===== src/rtl/reg_dbg_pkg.sv =====
// Shared types and default sizing for the register-file debug controller.
package reg_dbg_pkg;

   localparam int unsigned NUM_REGS_DEF = 32;
   localparam int unsigned ADDR_W_DEF   = 5;
   localparam int unsigned DATA_W_DEF   = 32;

   typedef enum logic [1:0] {
      IDLE  = 2'd0,
      FILL  = 2'd1,
      DRAIN = 2'd2
   } dump_state_e;

endpackage


===== src/rtl/reg_dump_seq.sv =====
// Register dump sequencer: walks the debug read port and streams each
// register through a single valid/ready output slot.
module reg_dump_seq
   import reg_dbg_pkg::*;
#(
   parameter int unsigned NUM_REGS = NUM_REGS_DEF,
   parameter int unsigned ADDR_W   = ADDR_W_DEF,
   parameter int unsigned DATA_W   = DATA_W_DEF
) (
   input  logic              clk,
   input  logic              rst,
   input  logic              start,
   output logic [ADDR_W-1:0] rd_addr,
   input  logic [DATA_W-1:0] rd_data,
   output logic              dump_valid,
   output logic [ADDR_W-1:0] dump_addr,
   output logic [DATA_W-1:0] dump_data,
   input  logic              dump_ready,
   output logic              busy,
   output logic              dump_done
);

   localparam logic [ADDR_W-1:0] LAST_IDX = ADDR_W'(NUM_REGS - 1);

   dump_state_e       state_q, state_d;
   logic [ADDR_W-1:0] idx_q, idx_d;
   logic              valid_q, valid_d;
   logic [ADDR_W-1:0] addr_q, addr_d;
   logic [DATA_W-1:0] data_q, data_d;
   logic              done_q, done_d;

   always_ff @(posedge clk or negedge rst) begin
      if (!rst) begin
         state_q <= IDLE;
         idx_q   <= '0;
         valid_q <= 1'b0;
         addr_q  <= '0;
         data_q  <= '0;
         done_q  <= 1'b0;
      end else begin
         state_q <= state_d;
         idx_q   <= idx_d;
         valid_q <= valid_d;
         addr_q  <= addr_d;
         data_q  <= data_d;
         done_q  <= done_d;
      end
   end

   always_comb begin
      state_d = state_q;
      idx_d   = idx_q;
      valid_d = valid_q;
      addr_d  = addr_q;
      data_d  = data_q;
      done_d  = 1'b0;
      rd_addr = '0;
      unique case (state_q)
         IDLE: begin
            if (start) begin
               state_d = FILL;
               idx_d   = '0;
            end
         end
         FILL: begin
            rd_addr = idx_q;
            // Slot refills in the same cycle its current word is taken.
            if (!valid_q || dump_ready) begin
               valid_d = 1'b1;
               addr_d  = idx_q;
               data_d  = rd_data;
               idx_d   = idx_q + ADDR_W'(1);
               if (idx_q == LAST_IDX) state_d = DRAIN;
            end
         end
         DRAIN: begin
            if (valid_q && dump_ready) begin
               valid_d = 1'b0;
               done_d  = 1'b1;
               state_d = IDLE;
            end
         end
         default: state_d = IDLE;
      endcase
   end

   assign dump_valid = valid_q;
   assign dump_addr  = addr_q;
   assign dump_data  = data_q;
   assign dump_done  = done_q;
   assign busy       = (state_q != IDLE);

endmodule


===== src/rtl/reg_file_dbg_ctrl.sv =====
// Debug-side register-file controller: write-port arbitration between core
// writeback and debug host, plus the register snapshot dump sequencer.
module reg_file_dbg_ctrl
   import reg_dbg_pkg::*;
#(
   parameter int unsigned NUM_REGS = NUM_REGS_DEF,
   parameter int unsigned ADDR_W   = ADDR_W_DEF,
   parameter int unsigned DATA_W   = DATA_W_DEF
) (
   input  logic              clk,
   input  logic              rst,
   input  logic              i_core_wr_en,
   input  logic [ADDR_W-1:0] i_core_wr_addr,
   input  logic [DATA_W-1:0] i_core_wr_dat,
   input  logic              i_dbg_wr_valid,
   input  logic [ADDR_W-1:0] i_dbg_wr_addr,
   input  logic [DATA_W-1:0] i_dbg_wr_dat,
   output logic              o_dbg_wr_ready,
   output logic              o_rf_wr_en,
   output logic [ADDR_W-1:0] o_rf_wr_addr,
   output logic [DATA_W-1:0] o_rf_wr_dat,
   output logic [ADDR_W-1:0] o_debug_addr,
   input  logic [DATA_W-1:0] i_debug_data,
   input  logic              i_dump_start,
   output logic              o_dump_valid,
   output logic [ADDR_W-1:0] o_dump_addr,
   output logic [DATA_W-1:0] o_dump_data,
   input  logic              i_dump_ready,
   output logic              o_busy,
   output logic              o_dump_done
);

   logic busy;

   reg_dump_seq #(
      .NUM_REGS (NUM_REGS),
      .ADDR_W   (ADDR_W),
      .DATA_W   (DATA_W)
   ) u_seq (
      .clk        (clk),
      .rst        (rst),
      .start      (i_dump_start),
      .rd_addr    (o_debug_addr),
      .rd_data    (i_debug_data),
      .dump_valid (o_dump_valid),
      .dump_addr  (o_dump_addr),
      .dump_data  (o_dump_data),
      .dump_ready (i_dump_ready),
      .busy       (busy),
      .dump_done  (o_dump_done)
   );

   assign o_busy = busy;

   // Debug writes to x0 are acknowledged but never reach the register file.
   always_comb begin
      o_dbg_wr_ready = 1'b0;
      o_rf_wr_en     = 1'b0;
      o_rf_wr_addr   = i_dbg_wr_addr;
      o_rf_wr_dat    = i_dbg_wr_dat;
      if (i_core_wr_en) begin
         o_rf_wr_en   = 1'b1;
         o_rf_wr_addr = i_core_wr_addr;
         o_rf_wr_dat  = i_core_wr_dat;
      end else begin
         o_dbg_wr_ready = !busy;
         o_rf_wr_en     = i_dbg_wr_valid && !busy && (i_dbg_wr_addr != '0);
      end
   end

endmodule


===== config.mk =====
export PLATFORM = sky130hd
export DESIGN_NAME = reg_file_dbg_ctrl
export DESIGN_NICKNAME = d
export VERILOG_FILES = /design/src/rtl/reg_dbg_pkg.sv /design/src/rtl/reg_dump_seq.sv /design/src/rtl/reg_file_dbg_ctrl.sv
export SDC_FILE = /design/constraint.sdc
export NUM_CORES = 1
export LEC_CHECK = 0
export ABC_AREA = 1
export BUFFER_PORTS_ARGS = -buffer_cell sky130_fd_sc_hd__buf_2
export CORE_ASPECT_RATIO = 0.8
export CORE_MARGIN = 2
export CORE_UTILIZATION = 42
export DETAILED_ROUTE_END_ITERATION = 12
export HOLD_SLACK_MARGIN = 0.15
export PLACE_DENSITY = 0.95
export SETUP_SLACK_MARGIN = 0.15
export SYNTH_ARGS = -nofsm -noshare
export SYNTH_HDL_FRONTEND = slang
export SYNTH_SLANG_ARGS = --single-unit
export TNS_END_PERCENT = 20

===== constraint.sdc =====
create_clock -name clk -period 2.3 [get_ports clk]
set_input_delay 0.23 -clock clk [delete_from_list [all_inputs] [get_ports clk]]
set_output_delay 0.23 -clock clk [all_outputs]
set_load 0.005 [all_outputs]

# After elaboration in Yosys (flattened, before gate mapping)
# Cells that the tools add are included.
# word_totals
regBits	46
in_bits	112
out_inout_bits	84
wordCells	47
# op_classes
add_sub_neg	1
n_eq_ne	7
muxes	18
n_reduce_logical	15
# op_table
operator	count
$mux 32	1
$mux 5	4
$pmux 5 s2	1
$mux 2	4
$mux 1	6
$ne 2x1->1 const B	3
$pmux 2 s3	1
$reduce_and 3->1	2
$reduce_bool 2->1	3
$add 5x1->5 const B	1
$eq 5x5->1 const B	1
$reduce_bool 5->1	1
$reduce_and 4->1	1
$logic_and 1x1->1	3
$eq 2x1->1 const B	1
$eq 2x2->1 const B	1
$logic_not 1->1	2
$logic_not 2->1	1
$ne 2x2->1 const B	1
$pmux 1 s2	1
$reduce_and 2->1	1
$logic_or 1x1->1	1

# Depth between registers and ports, before layout
# Gate-level depths: netlist (run 1).
# logic_depth
ltp_word	5
mapped_depth	7

# Modules after synthesis
# Synthesis (run 1) repeated with hierarchy kept, for this count alone.
# unflattened
hier_cells	351
area_unflattened_um2	2472.4
# modules_own_cells
module	instances	cells_per_inst	area_per_inst_um2	seq_area_each_um2
reg_dump_seq	1	223	1928.1	1151.1
reg_file_dbg_ctrl	1	128	544.3	0.0

# Worst setup path before layout (run 1)
# No wires, ideal clock.
# synth_timing
path_kind	register to register
start	register u_seq.idx_q[0]
end	register u_seq.idx_q[4]
setup_time_ps	127
arrival_ps	1088
required_ps	2173
setup_slack_ps	1085
stages_incl_launch_ff	7
path_buffers	0
period_less_slack_ps	1215
path_cell_list	dfrtp_1 -> ha_1 -> nand2_1 -> nor2_1 -> ha_1 -> nand3_1 -> o21ai_0
# synth_between
elab_chain_len	3
# synth_rtl
element	line_no	rtl
start, declared	reg_dump_seq.sv:26	logic [ADDR_W-1:0] idx_q, idx_d;
start signal, assigned	reg_dump_seq.sv:42	idx_q <= idx_d;
$add 5x1->5	reg_dump_seq.sv:72	idx_d = idx_q + ADDR_W'(1);
$mux 5	reg_dump_seq.sv:68	if (!valid_q || dump_ready) begin
$pmux 5 s2	reg_dump_seq.sv:58	unique case (state_q)
# Every way passes these cells. The select of a mux whose other input is x is not followed.
# A chain may end at the register's enable or synchronous reset.

# Worst setup path after layout (run 1)
# layout_timing
start	input port i_core_wr_en
end	output port o_rf_wr_addr[0]
# layout_between
elab_chain_len	1
# layout_rtl
element	line_no	rtl
start, declared	reg_file_dbg_ctrl.sv:12	input logic i_core_wr_en,
$mux 5	reg_file_dbg_ctrl.sv:61	if (i_core_wr_en) begin
end, declared	reg_file_dbg_ctrl.sv:20	output logic [ADDR_W-1:0] o_rf_wr_addr,
# Every way passes these cells.

==> results by group, run 1 <==
Status
  • Status: finished, final reports clean

Timing
  • # setup viols final: 0
  • Setup Total Neg Slack: 0 ns
  • Worst-Margin Slew: 1.01 ns
  • RSZ-0062 raised after global routing: no
  • Crit path time final: 1.64 ns
  • Relative slew slack: 32.4%
  • Setup Skew: 0.00920 ns
  • Maximum clock rate: 609 MHz
  • Max-slew violation count: 0
  • Final period utilization: 71.4%
  • Final hold viol count: 0

Pwr
  • LEAKAGE: 0.00217 uW
  • Peak supply drop: 0.636 mV
  • Pwr dens: 705 nW/um^2

Route
  • Antenna viol nets, final: 0
  • Pre-antenna DRT Iters: 4
  • Vias: 2684
  • Post-Route WL: 8130 um
  • DRC: 0
  • Via-per-instance ratio: 4.70
  • Initial drt markers: 95
  • WL/cell: 14.2 um

Setup path
  • Critical-path cell list: buf_2 > nor2_1 > a21oi_1 > buf_2
  • CP Max Fanout: 37
  • Critical register-to-register path startpoint: u_seq.state_q[1]$_DFFE_PN0P_
  • Critical Path Start: i_core_wr_en
  • Largest stage delay on the critical path: 0.60 ns
  • Crit. End Element: output port
  • Worst setup SP type: input port
  • Crit path DAT: 1.41 ns
  • CP most frequent cell: buf_2
  • Critical path class: in2out
  • WP data required: 2.07 ns
  • CP max-delay cell: buf_2

Global route
  • Initial antenna violation count: 0
  • Vias in the first global route: 2699
  • GRT Util Overall: 24.6%
  • Largest net degree at the start of global routing: 47
  • First-pass GRT wire length: 12200 um
  • Total grt overflow: 0

Synth
  • Yosys top cell area share: 47.5%
  • Syn_area_per_cell: 9.07 um^2
  • FFs w/ async S/R, synth: 100%
  • Post-synth top area cell: dfrtp_1
  • Synth warn: 0
  • Cell Area, Synth: 2420 um^2
  • Seq cells post-synth: 46
  • Syn Nets: 381
  • Ranking of synthesized cells by area: dfrtp_1 48%, nand2_1 17%, mux2_2 16%
  • Mapped Cells: 267
  • Synth cell types: 20
  • Post-synth EDFFs: 0
  • Most frequent cell after synthesis: nand2_1
  • Seq/Total Area, Yosys: 47.5%
  • Primary FF master, synth: dfrtp_1
  • Top cells by count, synth: 112 x nand2_1, 46 x dfrtp_1, 34 x mux2_2, 14 x inv_1, 12 x nor2_1

Final layout
  • Layout Nets: 606
  • Synth-to-Final Area Change: 58.1%
  • Fin util: 69.7%
  • Non-filler cells, final: 571
  • Layout cell share with drive strength beyond 1: 51.3%
  • Ant diodes: 0

Clock network
  • H-tree depth: 2
  • Clk_lat worst skew: 0.30 ns
  • Worst-path clk slew: 0.10 ns
  • CTS max path bufs: 2
  • Root Driver: clkbuf_8
  • CTS tree: done
  • Cts bufs inserted: 5
  • Num Clock Sinks: 46

Floorplan
  • Row cnt: 24
  • Core area: 5500 um^2
  • Die area: 6390 um^2
  • Die W: 88.9 um
  • IO Count: 196
  • Initial Util: 44.1%
  • Die height: 71.9 um

Run
  • Max capacitance violation total: 0

Min path
  • Hold wc startpoint: i_dump_ready
  • Worst hold path class: in2reg

Place
  • IO buf count: 195
  • DP Wirelength: 5850 um
  • Gpl congestion: 0.945
  • Placed Cells incl. Taps: 530
worst paths after layout:
path                                                   end  slack (ns)  depth (start not counted)
max in group asynchronous   u_seq.dump_data[2]$_DFFE_PN0P_        1.03                          2
setup / recovery                           o_rf_wr_addr[0]        0.66                          4
setup reg to reg                u_seq.idx_q[1]$_DFFE_PN0P_        0.83                          6
hold / removal                   u_seq.dump_done$_DFF_PN0_        0.19                          3
min in group asynchronous       u_seq.idx_q[4]$_DFFE_PN0P_        0.64                          2
hold reg to reg            u_seq.dump_data[25]$_DFFE_PN0P_        0.48                          2
through the flow:
stage                     hold WS (ns)  total power (uW)  setup slack, ns  area [um^2]
after CTS                        0.185              2700            0.670         3830
after floorplan                -0.0656              1690             1.09         2420
after detailed placement         0.426              2130            0.675         3410
final                            0.190              2700            0.658         3830
after global placement           0.422              2080            0.736         3410
after global routing             0.189              2870            0.576         3830
critical path: cells and delay by family:
kind,cells,cell delay [ns]
AO/OA/AOI/OAI,1,0.23
AND/OR/NAND/NOR,1,0.19
buffers and inverters,2,0.75
kinds of logic (layout without fill, tap and decap cells):
family | after synthesis | in the layout | synth area share [%]
AO/OA/AOI/OAI | 18 | 18 | 4.65
XOR/XNOR | 1 | 1 | 0.362
adder cells (fa/ha/maj) | 2 | 2 | 1.03
buffers and inverters | 29 | 255 | 6.93
flip-flops | 46 | 46 | 47.5
multiplexers | 34 | 34 | 15.8
AND/OR/NAND/NOR | 137 | 137 | 23.7
area by class of cell:
| class | count | area (um^2) |
|---|---|---|
| sequential | 46 | 1150 |
| clock buffer | 5 | 68.8 |
| fill | 435 | 1670 |
| tap | 78 | 97.6 |
| inverter | 17 | 63.8 |
| multi-input combinational | 192 | 1100 |
| timing repair buffer | 230 | 1320 |
| clock inverter | 3 | 23.8 |
metal layers:
layer  global-route usage [%]  share of wire (%)  vias to the layer above
met5                        0                  0                        -
met4                     8.92                2.2                        0
met3                     6.26                7.5                       25
met2                     43.9                 50                      131
met1                     28.6                 40                     1238
li1                         -                  -                     1290
where the power goes:
part	switching, uW	internal (uW)	leakage [uW]
sequential	139	1020	0.000564
clock	298	218	0.0000408
combinational	543	486	0.00157
total	980	1720	0.00217
registers in the layout (all words and copies together), names as in the netlist:
signal and cells:
u_seq.state_q 2, u_seq.dump_addr 5, u_seq.dump_valid 1, u_seq.dump_done 1, u_seq.idx_q 5, u_seq.dump_data 32
placed cells by master, fill, tap and decap left out:
| cell type | count |
|---|---|
| nand2_4 | 3 |
| dfrtp_1 | 46 |
| buf_2 | 195 |
| xor2_1 | 1 |
| dlygate4sd3_1 | 33 |
| ha_1 | 2 |
| mux2_2 | 34 |
| nor2_4 | 1 |
| buf_4 | 2 |
| o21ai_0 | 10 |
| clkinvlp_4 | 2 |
| clkbuf_8 | 5 |
| nor2_1 | 12 |
| inv_2 | 3 |
| a21oi_1 | 1 |
| o21ai_2 | 6 |
| nor2_8 | 1 |
| inv_6 | 1 |
| o21ai_1 | 1 |
| nand3_1 | 5 |
| inv_1 | 14 |
| nand2_1 | 112 |
| nor3_1 | 1 |
| nand4_1 | 2 |
repair_timing:
action                    CTS  global route
gates resized for setup     0             0
hold buffers               33             0
hold endpoints to repair   78             0
setup buffers               0             0
(Power assumes the default switching activity.)
==> inputs of run 2 (changes only) <==
--- a/config.mk
+++ b/config.mk
@@ -9,10 +9,10 @@
 export BUFFER_PORTS_ARGS = -buffer_cell sky130_fd_sc_hd__buf_2
 export CORE_ASPECT_RATIO = 0.8
 export CORE_MARGIN = 2
-export CORE_UTILIZATION = 42
+export CORE_UTILIZATION = 35
 export DETAILED_ROUTE_END_ITERATION = 12
 export HOLD_SLACK_MARGIN = 0.15
-export PLACE_DENSITY = 0.95
+export PLACE_DENSITY = 0.87
 export SETUP_SLACK_MARGIN = 0.15
 export SYNTH_ARGS = -nofsm -noshare
 export SYNTH_HDL_FRONTEND = slang
==> constraint.sdc (replaced) <==
create_clock -name clk -period 1.5 [get_ports clk]
set_input_delay 0.15 -clock clk [delete_from_list [all_inputs] [get_ports clk]]
set_output_delay 0.15 -clock clk [all_outputs]
set_load 0.005 [all_outputs]
==> run 2 against run 1 <==
Effect of this change: worst setup slack got worse by 0.48 ns; combinational power rose by 82%; power rose by 63%; non-clock buffer count rose by 18; clock power rose by 46%; die area rose by 19%; largest cell class unchanged.
==> results by group, run 2 (synthesis results as in run 1) <==
Final layout
  • FILL cells: 596 (+37%)
  • Ant diodes: 0 (unchanged)
  • Leading cell types in the layout, fill and taps excluded: 195 x buf_2, 110 x nand2_1, 45 x dfrtp_1, 34 x mux2_2, 34 x dlygate4sd3_1
  • Layout cell share with drive strength beyond 1: 54.1% (+2.8 points)
  • Most common cell after layout, fill and taps aside: buf_2
  • Synth-to-Final Area Change: 67.0%
  • Final Instance Area: 4040 um^2 (+5.6%)
  • Layout Nets: 625 (+3.1%)
  • Max FFs per register: 32 (unchanged)

Min path
  • Worst hold path class: in2reg

Pwr
  • LEAKAGE: 0.00228 uW (+5.1%)
  • Pwr dens: 1090 nW/um^2 (+54%)
  • Peak supply drop: 0.827 mV (+30%)

Setup path
  • Crit path DAT: 1.17 ns (-0.24 ns)
  • Worst setup SP type: flip-flop
  • WP data required: 1.35 ns (-0.72 ns)
  • Crit. End Element: output port
  • CP Max Fanout: 4 (-89%)
  • Critical path class: reg2out

Route
  • Initial drt markers: 143 (+51%)
  • WL/cell: 17.1 um (+20%)
  • DRC: 0 (unchanged)
  • Post-Route WL: 10300 um (+26%)
  • Pre-antenna DRT Iters: 4 (unchanged)
  • Vias: 2894 (+7.8%)
  • Via-per-instance ratio: 4.83 (+2.8%)
  • Antenna viol nets, final: 0 (unchanged)

Place
  • Gpl congestion: 1.04 (+10%)
  • DP Wirelength: 7330 um (+25%)
  • IO buf count: 195 (unchanged)
  • Post-Place Cell Area: 3470 um^2 (+1.9%)

Timing
  • Crit path time final: 1.32 ns
  • Final hold viol count: 0 (unchanged)
  • # setup viols final: 0 (unchanged)
  • Maximum clock rate: 755 MHz
  • Max-slew violation count: 0 (unchanged)
  • Setup Total Neg Slack: 0 ns (unchanged)
  • Worst-Margin Slew: 0.474 ns (-0.541 ns)
  • RSZ-0062 raised after global routing: yes
  • Final period utilization: 88.3%
  • Setup Skew: 0.00829 ns (-0.000910 ns)
  • Relative slew slack: 68.4% (+36 points)

Clock network
  • Root Driver: clkbuf_8
  • CTS tree: done
  • Cts bufs inserted: 5 (unchanged)
  • CTS max path bufs: 2 (unchanged)
  • Clk_lat worst skew: 0.30 ns (about the same)
  • Num Clock Sinks: 46 (unchanged)
  • H-tree depth: 2 (unchanged)
  • Worst-path clk slew: 0.08 ns (-0.02 ns)

Floorplan
  • IO Count: 196 (unchanged)
  • Die W: 97.0 um (+9.1%)
  • Die height: 78.4 um (+9.0%)
  • Initial Util: 35.7% (-8.4 points)
  • Row cnt: 27 (+13%)
  • Die area: 7600 um^2 (+19%)
  • Core area: 6790 um^2 (+24%)

Global route
  • GRT Util Overall: 25.6% (+0.95 points)
  • Total grt overflow: 0 (unchanged)
  • First-pass GRT wire length: 15000 um (+23%)
  • Initial antenna violation count: 1 (+1)
  • Largest net degree at the start of global routing: 36 (-23%)
  • Vias in the first global route: 2839 (+5.2%)

Run
  • Max capacitance violation total: 0 (unchanged)

Status
  • Status: finished, final reports clean
run 2: cell types whose count changed in the layout (fill, tap and decap cells not counted), moves of 2 or more:
cell	change
nor2_1	-3
o21ai_1	+2
nand2_1	-2
o21ai_0	-2
buf_4	+14
nor2_2	+3
clkinvlp_4	-2
buf_12	+2
nand2_2	+2
run 2: cell type report:
type                            count  area [um^2]  area share (%)
Inverter                           17         66.3            1.64
Clock inverter                      2         13.8           0.340
Clock buffer                        6         72.6            1.79
Sequential cell                    46         1150            28.5
Timing Repair Buffer              248         1500            37.1
Multi-Input combinational cell    193         1130            27.9
Tap cell                           87          109            2.69
run 2: power by group:
part	total, uW	leakage, uW	internal (uW)	switching (uW)
logic	1870	0.00167	913	957
registers	1760	0.000563	1560	207
clock network	753	0.0000452	329	424
total	4390	0.00228	2800	1590
run 2: path summary, 6_finish.rpt:
kind / end / cells past startpoint / slack, ns / from
max in group asynchronous: u_seq.state_q[1]$_DFFE_PN0P_ / 3 / 0.59 / rst
min in group asynchronous: u_seq.dump_addr[0]$_DFFE_PN0P_ / 2 / 0.34 / rst
hold reg to reg: u_seq.dump_data[15]$_DFFE_PN0P_ / 2 / 0.48 / u_seq.dump_data[15]$_DFFE_PN0P_
setup / recovery: o_rf_wr_en / 6 / 0.18 / u_seq.state_q[1]$_DFFE_PN0P_
hold / removal: u_seq.state_q[0]$_DFFE_PN0P_ / 3 / 0.21 / i_dump_start
setup reg to reg: u_seq.dump_data[27]$_DFFE_PN0P_ / 7 / 0.21 / u_seq.state_q[0]$_DFFE_PN0P_
run 2: metal layers:
layer	vias to the layer above	GRT usage, %	wire length [um]
met5	-	0	10
met3	24	8.73	1040
met1	1389	28.8	3690
met4	2	9.72	343
li1	1326	-	-
met2	153	45.2	5170
run 2: what timing repair did:
| action | 4_1_cts | 5_1_grt |
|---|---|---|
| gates cloned | 0 | 2 |
| hold endpoints to repair | 54 | 0 |
| pin swaps | 0 | 3 |
| setup endpoints to repair | 5 | 33 |
| gates resized for setup | 5 | 6 |
| setup buffers | 3 | 9 |
| hold buffers | 34 | 0 |
run 2: worst max-delay path, cell delays in order, from the launching register on:
cell and delay [ns]:
dfrtp_2 0.43, inv_4 0.09, nand2_4 0.06, nor2_2 0.07, o21ai_1 0.06, inv_1 0.06
buf_2 0.10
run 2: metrics by stage:
| stage | worst slack (ns) | hold WS, ns | std cells | util [%] | total power [uW] |
|---|---|---|---|---|---|
| 2_1_floorplan | 0.285 | -0.146 | 267 | - | 2590 |
| 4_1_cts | 0.158 | 0.215 | 588 | 57.9 | 4200 |
| 6_report | 0.176 | 0.214 | 599 | 59.6 | 4390 |
| 5_1_grt | 0.103 | 0.232 | 599 | 59.6 | 4670 |
| 3_5_place_dp | 0.191 | 0.136 | 543 | 51.1 | 3350 |
| 3_3_place_gp | 0.233 | 0.128 | 543 | 51.1 | 3290 |
